[src/rtl/rf_seq_pkg.sv]
// rf_seq_pkg: shared definitions for the register-file sequencer.
//   - fixed data/address/instruction widths
//   - opcode constants and FSM state encoding
//   - instruction field positions and field-extraction helpers
//   - opcode classification helpers used by the sequencer
package rf_seq_pkg;

  localparam int DATA_W  = 8;
  localparam int ADDR_W  = 3;
  localparam int INSTR_W = 16;
  localparam int OP_W    = 4;

  // Instruction field positions (LSB of each field)
  localparam int OP_LSB  = 12;
  localparam int RD_LSB  = 9;
  localparam int RS1_LSB = 6;
  localparam int RS2_LSB = 3;
  localparam int IMM_LSB = 0;

  // Opcodes; anything above OP_HALT is undefined
  localparam logic [OP_W-1:0] OP_NOP  = 4'd0;
  localparam logic [OP_W-1:0] OP_ADD  = 4'd1;
  localparam logic [OP_W-1:0] OP_SUB  = 4'd2;
  localparam logic [OP_W-1:0] OP_AND  = 4'd3;
  localparam logic [OP_W-1:0] OP_OR   = 4'd4;
  localparam logic [OP_W-1:0] OP_XOR  = 4'd5;
  localparam logic [OP_W-1:0] OP_MOV  = 4'd6;
  localparam logic [OP_W-1:0] OP_LDI  = 4'd7;
  localparam logic [OP_W-1:0] OP_HALT = 4'd8;

  // FSM state encoding
  localparam logic [2:0] ST_IDLE = 3'd0;
  localparam logic [2:0] ST_READ = 3'd1;
  localparam logic [2:0] ST_EXEC = 3'd2;
  localparam logic [2:0] ST_WB   = 3'd3;
  localparam logic [2:0] ST_HALT = 3'd4;

  function automatic logic [OP_W-1:0] op_of(input logic [INSTR_W-1:0] i);
    return i[OP_LSB +: OP_W];
  endfunction

  function automatic logic [ADDR_W-1:0] rd_of(input logic [INSTR_W-1:0] i);
    return i[RD_LSB +: ADDR_W];
  endfunction

  function automatic logic [ADDR_W-1:0] rs1_of(input logic [INSTR_W-1:0] i);
    return i[RS1_LSB +: ADDR_W];
  endfunction

  function automatic logic [ADDR_W-1:0] rs2_of(input logic [INSTR_W-1:0] i);
    return i[RS2_LSB +: ADDR_W];
  endfunction

  function automatic logic [DATA_W-1:0] imm_of(input logic [INSTR_W-1:0] i);
    return i[IMM_LSB +: DATA_W];
  endfunction

  // Ops 1-7 write a register and update flags
  function automatic logic op_writes(input logic [OP_W-1:0] op);
    return (op != OP_NOP) && (op < OP_HALT);
  endfunction

  // ADD/SUB/AND/OR/XOR drive the carry flag; MOV/LDI leave it alone
  function automatic logic op_sets_cf(input logic [OP_W-1:0] op);
    return (op >= OP_ADD) && (op <= OP_XOR);
  endfunction

  function automatic logic op_illegal(input logic [OP_W-1:0] op);
    return op > OP_HALT;
  endfunction

endpackage

[src/rtl/rf_seq_alu.sv]
// alu8: combinational datapath of the sequencer.
//   op     : opcode of the latched instruction
//   a, b   : register operands (rs1, rs2)
//   imm    : immediate for LDI
//   result : 8-bit result, mod 256
//   carry  : ADD carry-out, SUB borrow (a < b), 0 otherwise
module alu8
  import rf_seq_pkg::*;
(
  input  logic [OP_W-1:0]   op,
  input  logic [DATA_W-1:0] a,
  input  logic [DATA_W-1:0] b,
  input  logic [DATA_W-1:0] imm,
  output logic [DATA_W-1:0] result,
  output logic              carry
);

  logic [DATA_W:0] sum;

  always_comb begin
    sum    = '0;
    result = '0;
    carry  = 1'b0;
    case (op)
      OP_ADD: begin
        sum    = {1'b0, a} + {1'b0, b};
        result = sum[DATA_W-1:0];
        carry  = sum[DATA_W];
      end
      OP_SUB: begin
        // Bit 8 of a 9-bit difference is set exactly when a < b
        sum    = {1'b0, a} - {1'b0, b};
        result = sum[DATA_W-1:0];
        carry  = sum[DATA_W];
      end
      OP_AND:  result = a & b;
      OP_OR:   result = a | b;
      OP_XOR:  result = a ^ b;
      OP_MOV:  result = a;
      OP_LDI:  result = imm;
      default: result = '0;
    endcase
  end

endmodule

[src/rtl/rf_seq.sv]
// rf_seq: multi-cycle sequencer driving an external register file.
//   clk, rst             : clock, asynchronous active-high reset
//   instr_valid, instr   : instruction offer; accepted in IDLE
//   instr_ready          : high only in IDLE
//   radda, raddb, ra, rb : register-file read port (async read data)
//   w, wadd, wdata       : register-file write port, one-cycle pulse in WB
//   zf, cf               : zero / carry flags
//   done                 : one-cycle retire pulse
//   halted               : high in HALT until reset
//   illegal              : sticky undefined-opcode flag
// Flow: IDLE -> READ -> EXEC -> WB -> IDLE (one instruction per 4 cycles).
module rf_seq
  import rf_seq_pkg::*;
(
  input  logic               clk,
  input  logic               rst,
  input  logic               instr_valid,
  input  logic [INSTR_W-1:0] instr,
  output logic               instr_ready,
  output logic [ADDR_W-1:0]  radda,
  output logic [ADDR_W-1:0]  raddb,
  input  logic [DATA_W-1:0]  ra,
  input  logic [DATA_W-1:0]  rb,
  output logic               w,
  output logic [ADDR_W-1:0]  wadd,
  output logic [DATA_W-1:0]  wdata,
  output logic               zf,
  output logic               cf,
  output logic               done,
  output logic               halted,
  output logic               illegal
);

  logic [2:0]         state;
  logic [2:0]         state_nxt;
  logic [INSTR_W-1:0] instr_p0;
  logic [DATA_W-1:0]  res_p1;
  logic               cy_p1;
  logic               ill_q;
  logic [DATA_W-1:0]  alu_res;
  logic               alu_cy;
  logic [OP_W-1:0]    op;
  logic               rd_phase;

  assign op = op_of(instr_p0);

  alu8 u_alu (
    .op     (op),
    .a      (ra),
    .b      (rb),
    .imm    (imm_of(instr_p0)),
    .result (alu_res),
    .carry  (alu_cy)
  );

  always_comb begin
    state_nxt = state;
    case (state)
      ST_IDLE: if (instr_valid) state_nxt = ST_READ;
      ST_READ: state_nxt = ST_EXEC;
      ST_EXEC: begin
        if (op_writes(op))      state_nxt = ST_WB;
        else if (op == OP_HALT) state_nxt = ST_HALT;
        else                    state_nxt = ST_IDLE;
      end
      ST_WB:   state_nxt = ST_IDLE;
      ST_HALT: state_nxt = ST_HALT;
      default: state_nxt = ST_IDLE;
    endcase
  end

  // Control: state, flags, sticky illegal
  always_ff @(posedge clk or posedge rst) begin
    if (rst) begin
      state <= ST_IDLE;
      zf    <= 1'b0;
      cf    <= 1'b0;
      ill_q <= 1'b0;
    end else begin
      state <= state_nxt;
      if (state == ST_WB) begin
        zf <= (res_p1 == '0);
        if (op_sets_cf(op)) cf <= cy_p1;
      end
      if (state == ST_EXEC && op_illegal(op)) ill_q <= 1'b1;
    end
  end

  // Stage p0: instruction latched on acceptance
  always_ff @(posedge clk) begin
    if (instr_ready && instr_valid) instr_p0 <= instr;
  end

  // Stage p1: ALU result and carry captured at the end of EXEC
  always_ff @(posedge clk) begin
    if (state == ST_EXEC) begin
      res_p1 <= alu_res;
      cy_p1  <= alu_cy;
    end
  end

  // Read addresses stay up through EXEC because the async read data
  // feeding the ALU is only captured at the end of EXEC.
  assign rd_phase    = (state == ST_READ) || (state == ST_EXEC);
  assign radda       = rd_phase ? rs1_of(instr_p0) : '0;
  assign raddb       = rd_phase ? rs2_of(instr_p0) : '0;

  // Write port and status decode straight from state so reset drops them at once
  assign instr_ready = (state == ST_IDLE);
  assign w           = (state == ST_WB);
  assign wadd        = w ? rd_of(instr_p0) : '0;
  assign wdata       = w ? res_p1 : '0;
  assign done        = w || (state == ST_EXEC && !op_writes(op));
  assign halted      = (state == ST_HALT);
  assign illegal     = ill_q || (state == ST_EXEC && op_illegal(op));

endmodule

[config.mk]
export PLATFORM = sky130hd
export DESIGN_NAME = rf_seq
export DESIGN_NICKNAME = d
export VERILOG_FILES = /design/src/rtl/rf_seq_pkg.sv /design/src/rtl/rf_seq_alu.sv /design/src/rtl/rf_seq.sv
export SDC_FILE = /design/constraint.sdc
export NUM_CORES = 1
export LEC_CHECK = 0
export BUFFER_PORTS_ARGS = -buffer_cell sky130_fd_sc_hd__buf_2
export CELL_PAD_IN_SITES_DETAIL_PLACEMENT = 1
export CELL_PAD_IN_SITES_GLOBAL_PLACEMENT = 1
export CORE_MARGIN = 2
export CORE_UTILIZATION = 44
export DETAILED_ROUTE_END_ITERATION = 7
export GPL_ROUTABILITY_DRIVEN = 0
export GPL_TIMING_DRIVEN = 0
export PLACE_DENSITY = 0.84
export SETUP_SLACK_MARGIN = 0.1
export SLEW_MARGIN = 30
export SYNTH_ARGS = -nofsm -noshare
export SYNTH_HDL_FRONTEND = slang
export SYNTH_HIERARCHICAL = 1
export SYNTH_SLANG_ARGS = --single-unit
[constraint.sdc]
create_clock -name clk -period 5.6 [get_ports clk]
set_clock_uncertainty 0.1 [all_clocks]
set_input_delay 0.28 -clock clk [delete_from_list [all_inputs] [get_ports clk]]
set_output_delay 0.28 -clock clk [all_outputs]
set_load 0.1 [all_outputs]
# Yosys cells after proc, flatten, opt, wreduce, memory -nomap -nowiden

Cells that the tools add are included.
W data, S select, Z words.

Input port bits: 35
Output and inout port bits: 24
Flip-flop bits (word level): 31
Word-level logic and storage cells: 52

Eq/ne operators: 13
Muxes and demuxes: 10
Magnitude comparators: 4
Add/subtract/negate cells: 2
Reduce and logical (&&, ||, !) cells: 13
Bitwise logic cells: 3

Operators by type and width:

| kind                 | number |
|---|---|
| $pmux W8 S7          | 1 |
| $mux W3              | 6 |
| $eq A4 B3 Y1 const B | 4 |
| $pmux W3 S4          | 1 |
| $add A8 B8 Y9        | 1 |
| $sub A8 B8 Y9        | 1 |
| $and A8 B8 Y8        | 1 |
| $eq A4 B2 Y1 const B | 2 |
| $logic_not A8 Y1     | 1 |
| $mux W8              | 1 |
| $or A8 B8 Y8         | 1 |
| $xor A8 B8 Y8        | 1 |
| $eq A3 B2 Y1 const B | 2 |
| $logic_and A1 B1 Y1  | 5 |
| $eq A4 B1 Y1 const B | 1 |
| $eq A4 B4 Y1 const B | 1 |
| $ge A4 B1 Y1 const B | 1 |
| $gt A4 B4 Y1 const B | 1 |
| $le A4 B3 Y1 const B | 1 |
| $lt A4 B4 Y1 const B | 1 |
| $reduce_bool A4 Y1   | 1 |
| $eq A3 B1 Y1 const B | 1 |
| $eq A3 B3 Y1 const B | 1 |
| $logic_not A3 Y1     | 1 |
| 5 further kinds      | 7 |

# Logic depth before layout (Yosys ltp)

Depth in word-level cells: 5
Mapped depth: 8
Depth with buffers taken out: 8

# Hierarchy

The synthesis kept the hierarchy.

Modules (own cells, without submodules):

| module | times used | cells each | area an instance (um^2) |
|---|---|---|---|
| alu8   | 1          | 182        | 1290.0 |
| rf_seq | 1          | 81         | 1237.4 |

# Worst setup path after synthesis

No wires, ideal clock.

Path kind: reg2reg
From: register state[0]
To: register instr_p0[0] (enable)
Arrival: 3.279 ns
Setup slack: 1.848 ns
Data required time: 5.126 ns
Buffers on the path: 1
Period minus slack after synthesis: 3.752 ns
Cell stages (with the launch flop): 4
Cells stage by stage: dfrtp_1 -> buf_4 -> nor3_1 -> and2_1

Cells in the longest elaborated chain, start to end: 2

RTL lines:

| what                   | RTL line      | RTL |
|---|---|---|
| start, declared        | rf_seq.sv:34  | `logic [2:0] state;` |
| start signal, assigned | rf_seq.sv:80  | `state <= state_nxt;` |
| $logic_not A3 Y1       | rf_seq.sv:109 | `assign instr_ready = (state == ST_IDLE);` |
| named net instr_ready  | rf_seq.sv:19  | `output logic instr_ready,` |
| $logic_and A1 B1 Y1    | rf_seq.sv:91  | `if (instr_ready && instr_valid) instr_p0 <= instr;` |
| end signal, assigned   | rf_seq.sv:91  |  |
| end, declared          | rf_seq.sv:36  | `logic [INSTR_W-1:0] instr_p0;` |

The timed path passes the listed nets, and every way through them passes these cells.
A chain may end at the register's enable or synchronous reset.

# Worst setup path after layout

From: register state[2]
To: output port illegal

Cells in the longest elaborated chain, start to end: 3

RTL lines:

| what                | RTL line      | RTL |
|---|---|---|
| $eq A3 B2 Y1        | rf_seq.sv:115 | `assign illegal = ill_q \|\| (state == ST_EXEC && op_illegal(op));` |
| $logic_and A1 B1 Y1 | rf_seq.sv:115 |  |
| $logic_or A1 B1 Y1  | rf_seq.sv:115 |  |
| end, declared       | rf_seq.sv:31  | `output logic illegal` |

Every way passes these cells.

==> flow_metrics.tcl <==
set metrics [dict create \
    drv_slew 0 \
    finalSetupViolCount 0 \
    async_flop_share_pct 19.4 \
    vias_per_cell 5.77 \
    dpl.cell_count 393 \
    dpl_cell_area_mm2 0.00291 \
    worstPathArrival_ps 2280 \
    antenna_cells 0 \
    clock_path_buffers 2 \
    synth_cell_types 63 \
    vias 2318 \
    fin_crit_sh_pct 47.6 \
    p_leak_uw 0.00139 \
    critical_path_class "reg -> out" \
    required_ps 5220 \
    max_freq_mhz 375 \
    cts_resized 0 \
    pwr_density_cell_mw_per_mm2 445 \
    r2r.worst_path.cells 5 \
    setup_ws_ps 2940 \
    cts_tree "yes" \
    status "finished clean" \
    cts_root_buf "clkbuf_8" \
    grt_setup_unrepaired "false" \
    syn_avg_cell_area_um2 9.61 \
    io_buffer_count 58 \
    cp-end-kind "output pin" \
    cp-start-kind "register" \
    period_minus_slack_ps 2660 \
    first_pass_iters 4 \
    die-area_mm2 0.00637 \
    synth.mux.area_fraction_pct 2.67 \
    ant_nets 0 \
    grt_pass1_wl_um 11300 \
    synth_edf_count 25 \
    cts.sinks 31 \
    netlist_area_mm2 0.00253 \
    ir_drop_mv 0.326 \
    start_util_pct 45.6 \
    fin_util_pct 54.2 \
    tightest_slew_ps 935 \
    synth_fp_nets 325 \
    drt_iter0_markers 134 \
    row_count 27 \
    hold_start "instr[5]" \
    hp-class "in -> reg" \
    grt_pass1_vias 2338 \
    htreeDepth 2 \
    cp_max_fo 12 \
    dieHeight_um 79.8 \
    fillers 676 \
    layout.nets 391 \
    stdcell_area_mm2 0.00300 \
    grt_overflow 0 \
    grt_max_degree 17 \
    final-hold-violation-count 0 \
    seq_area_frac_synth_pct 35.6 \
    dp_hpwl_um 5560 \
    fin_cells 402 \
    coreArea_mm2 0.00554 \
    synth_compound_area_share_pct 21.0 \
    ys_warn_count 6 \
    antenna_found_initial 0 \
    synth-xor-area-share_pct 0.347 \
    synthSimpleGateAreaFrac_pct 19.9 \
    min_path_cells 1 \
    track_usage_pct 22.8 \
    ios 59 \
    place_ws_ps 3060 \
    cap_violations 0 \
    ys.flop_type "edfxtp_1" \
    synthAdderAreaFrac_pct 14.0 \
    crit_start "state[2]$_DFFE_PP0P_" \
    cts_made_buffers 5 \
    synthCells 263 \
    wl_per_cell_um 17.6 \
    tns_ps 0 \
    r2r_start "instr_p0[13]$_DFFE_PP_" \
    drive_above_1_share_pct 26.7 \
    clk_latency_ps 280 \
    synth-seq-cells 31 \
    path_clk_slew_ps 70 \
    relSlewSlack_pct 37.2 \
    wl_um 7090 \
    die_x_um 79.8 \
    drcViolationCount 0 \
    syn_to_final_growth_pct 18.8 \
    synth_top_family_by_area "compound AO/OA/AOI/OAI gates" \
]
[placed cells by master (no fill, tap or decap), types with 3 or more instances in the layout]
| cell type | Yosys | final |
|---|---|---|
| nor2b_1 | 5 | 5 |
| a22oi_1 | 6 | 6 |
| o31ai_1 | 3 | 3 |
| a221oi_1 | 4 | 4 |
| inv_1 | 29 | 29 |
| a21oi_1 | 15 | 15 |
| nor3_1 | 9 | 9 |
| o221ai_1 | 3 | 3 |
| o21ai_0 | 7 | 7 |
| and2_1 | 18 | 18 |
| and3_1 | 3 | 3 |
| clkbuf_1 | 6 | 7 |
| nor2_1 | 11 | 11 |
| clkbuf_8 | 0 | 5 |
| o21bai_1 | 3 | 3 |
| dfrtp_1 | 6 | 6 |
| ha_1 | 25 | 25 |
| edfxtp_1 | 25 | 25 |
| nand2_1 | 12 | 12 |
| buf_2 | 3 | 61 |
| mux2_2 | 3 | 3 |
| a31o_2 | 4 | 4 |
| o22ai_1 | 5 | 5 |
| nand2b_1 | 4 | 4 |
| nand3_1 | 5 | 5 |
[logic make-up after synthesis]
logic type	count (synthesis)
AO/OA/AOI/OAI	73
XOR/XNOR	1
adder cells (fa/ha/maj)	27
buffers and inverters	41
flip-flops	31
multiplexers	5
AND/OR/NAND/NOR	85
[repair_timing]
| action | 4_1_cts | 5_1_grt |
|---|---|---|
| hold buffers | 1 | 0 |
| hold endpoints to repair | 6 | 0 |
| buffers inserted | 0 | 0 |
[power by group]
group / leakage [uW] / internal, uW / switching, uW
Combinational: 0.00104 / 179 / 620
Clock: 0.0000412 / 86.8 / 86.2
Sequential: 0.000310 / 328 / 35.2
[sequential cells by signal (all words and copies together), names as in the netlist]
register	count
cy_p1	1
ill_q	1
cf	1
state	3
instr_p0	16
res_p1	8
zf	1
[area by class of cell]
type / instances / area (um2) / area share [%]
multi-input cells: 191 / 1460 / 48.7
flip-flops and latches: 31 / 901 / 30.0
repair buffers: 59 / 300 / 10.0
inverters: 29 / 109 / 3.62
well taps: 72 / 90.1 / 3.00
clock buffers: 6 / 72.6 / 2.42
plain buffers: 12 / 56.3 / 1.88
clock inverters: 2 / 12.5 / 0.417
[Yosys cell counts, types with 6 or more instances]
cell type,count,area (um2)
o21ai_0,7,35.0
a21oi_1,15,75.1
and2_1,18,113
inv_1,29,109
nand2_1,12,45.0
ha_1,25,313
dfrtp_1,6,150
a22oi_1,6,45.0
edfxtp_1,25,751
nor3_1,9,45.0
clkbuf_1,6,22.5
nor2_1,11,41.3
[critical path, stage by stage (launching register included)]
cell and delay, ps:
dfrtp_1 440, nand2b_1 200, nor2_1 680, a31o_2 250, buf_2 420
[metal layers]
| layer | global-route usage [%] | wire length, um |
|---|---|---|
| met1 | 28.3 | 3060 |
| met2 | 41.3 | 3600 |
| met3 | 2.38 | 318 |
| met4 | 6.95 | 110 |
| met5 | 0 | 0 |
[stage by stage]
step / power (uW) / hold WS (ps)
floorplan: 1000 / -29.0
detailed placement: 1160 / 105
global route: 1390 / 68.2
CTS: 1330 / 69.0
finish: 1330 / 70.3
global placement: 1140 / 102
[final timing paths]
kind | end | slack (ps)
worst min-delay path | instr_p0[5]$_DFFE_PP_ | 70
worst min register to register | ill_q$_DFFE_PP0P_ | 380
worst max-delay path | illegal | 2940
min in group asynchronous | state[1]$_DFFE_PP0P_ | 350
max in group asynchronous | zf$_DFFE_PP0N_ | 4860
worst max register to register | res_p1[7]$_DFFE_PP_ | 3070
(Power assumes the default switching activity.)
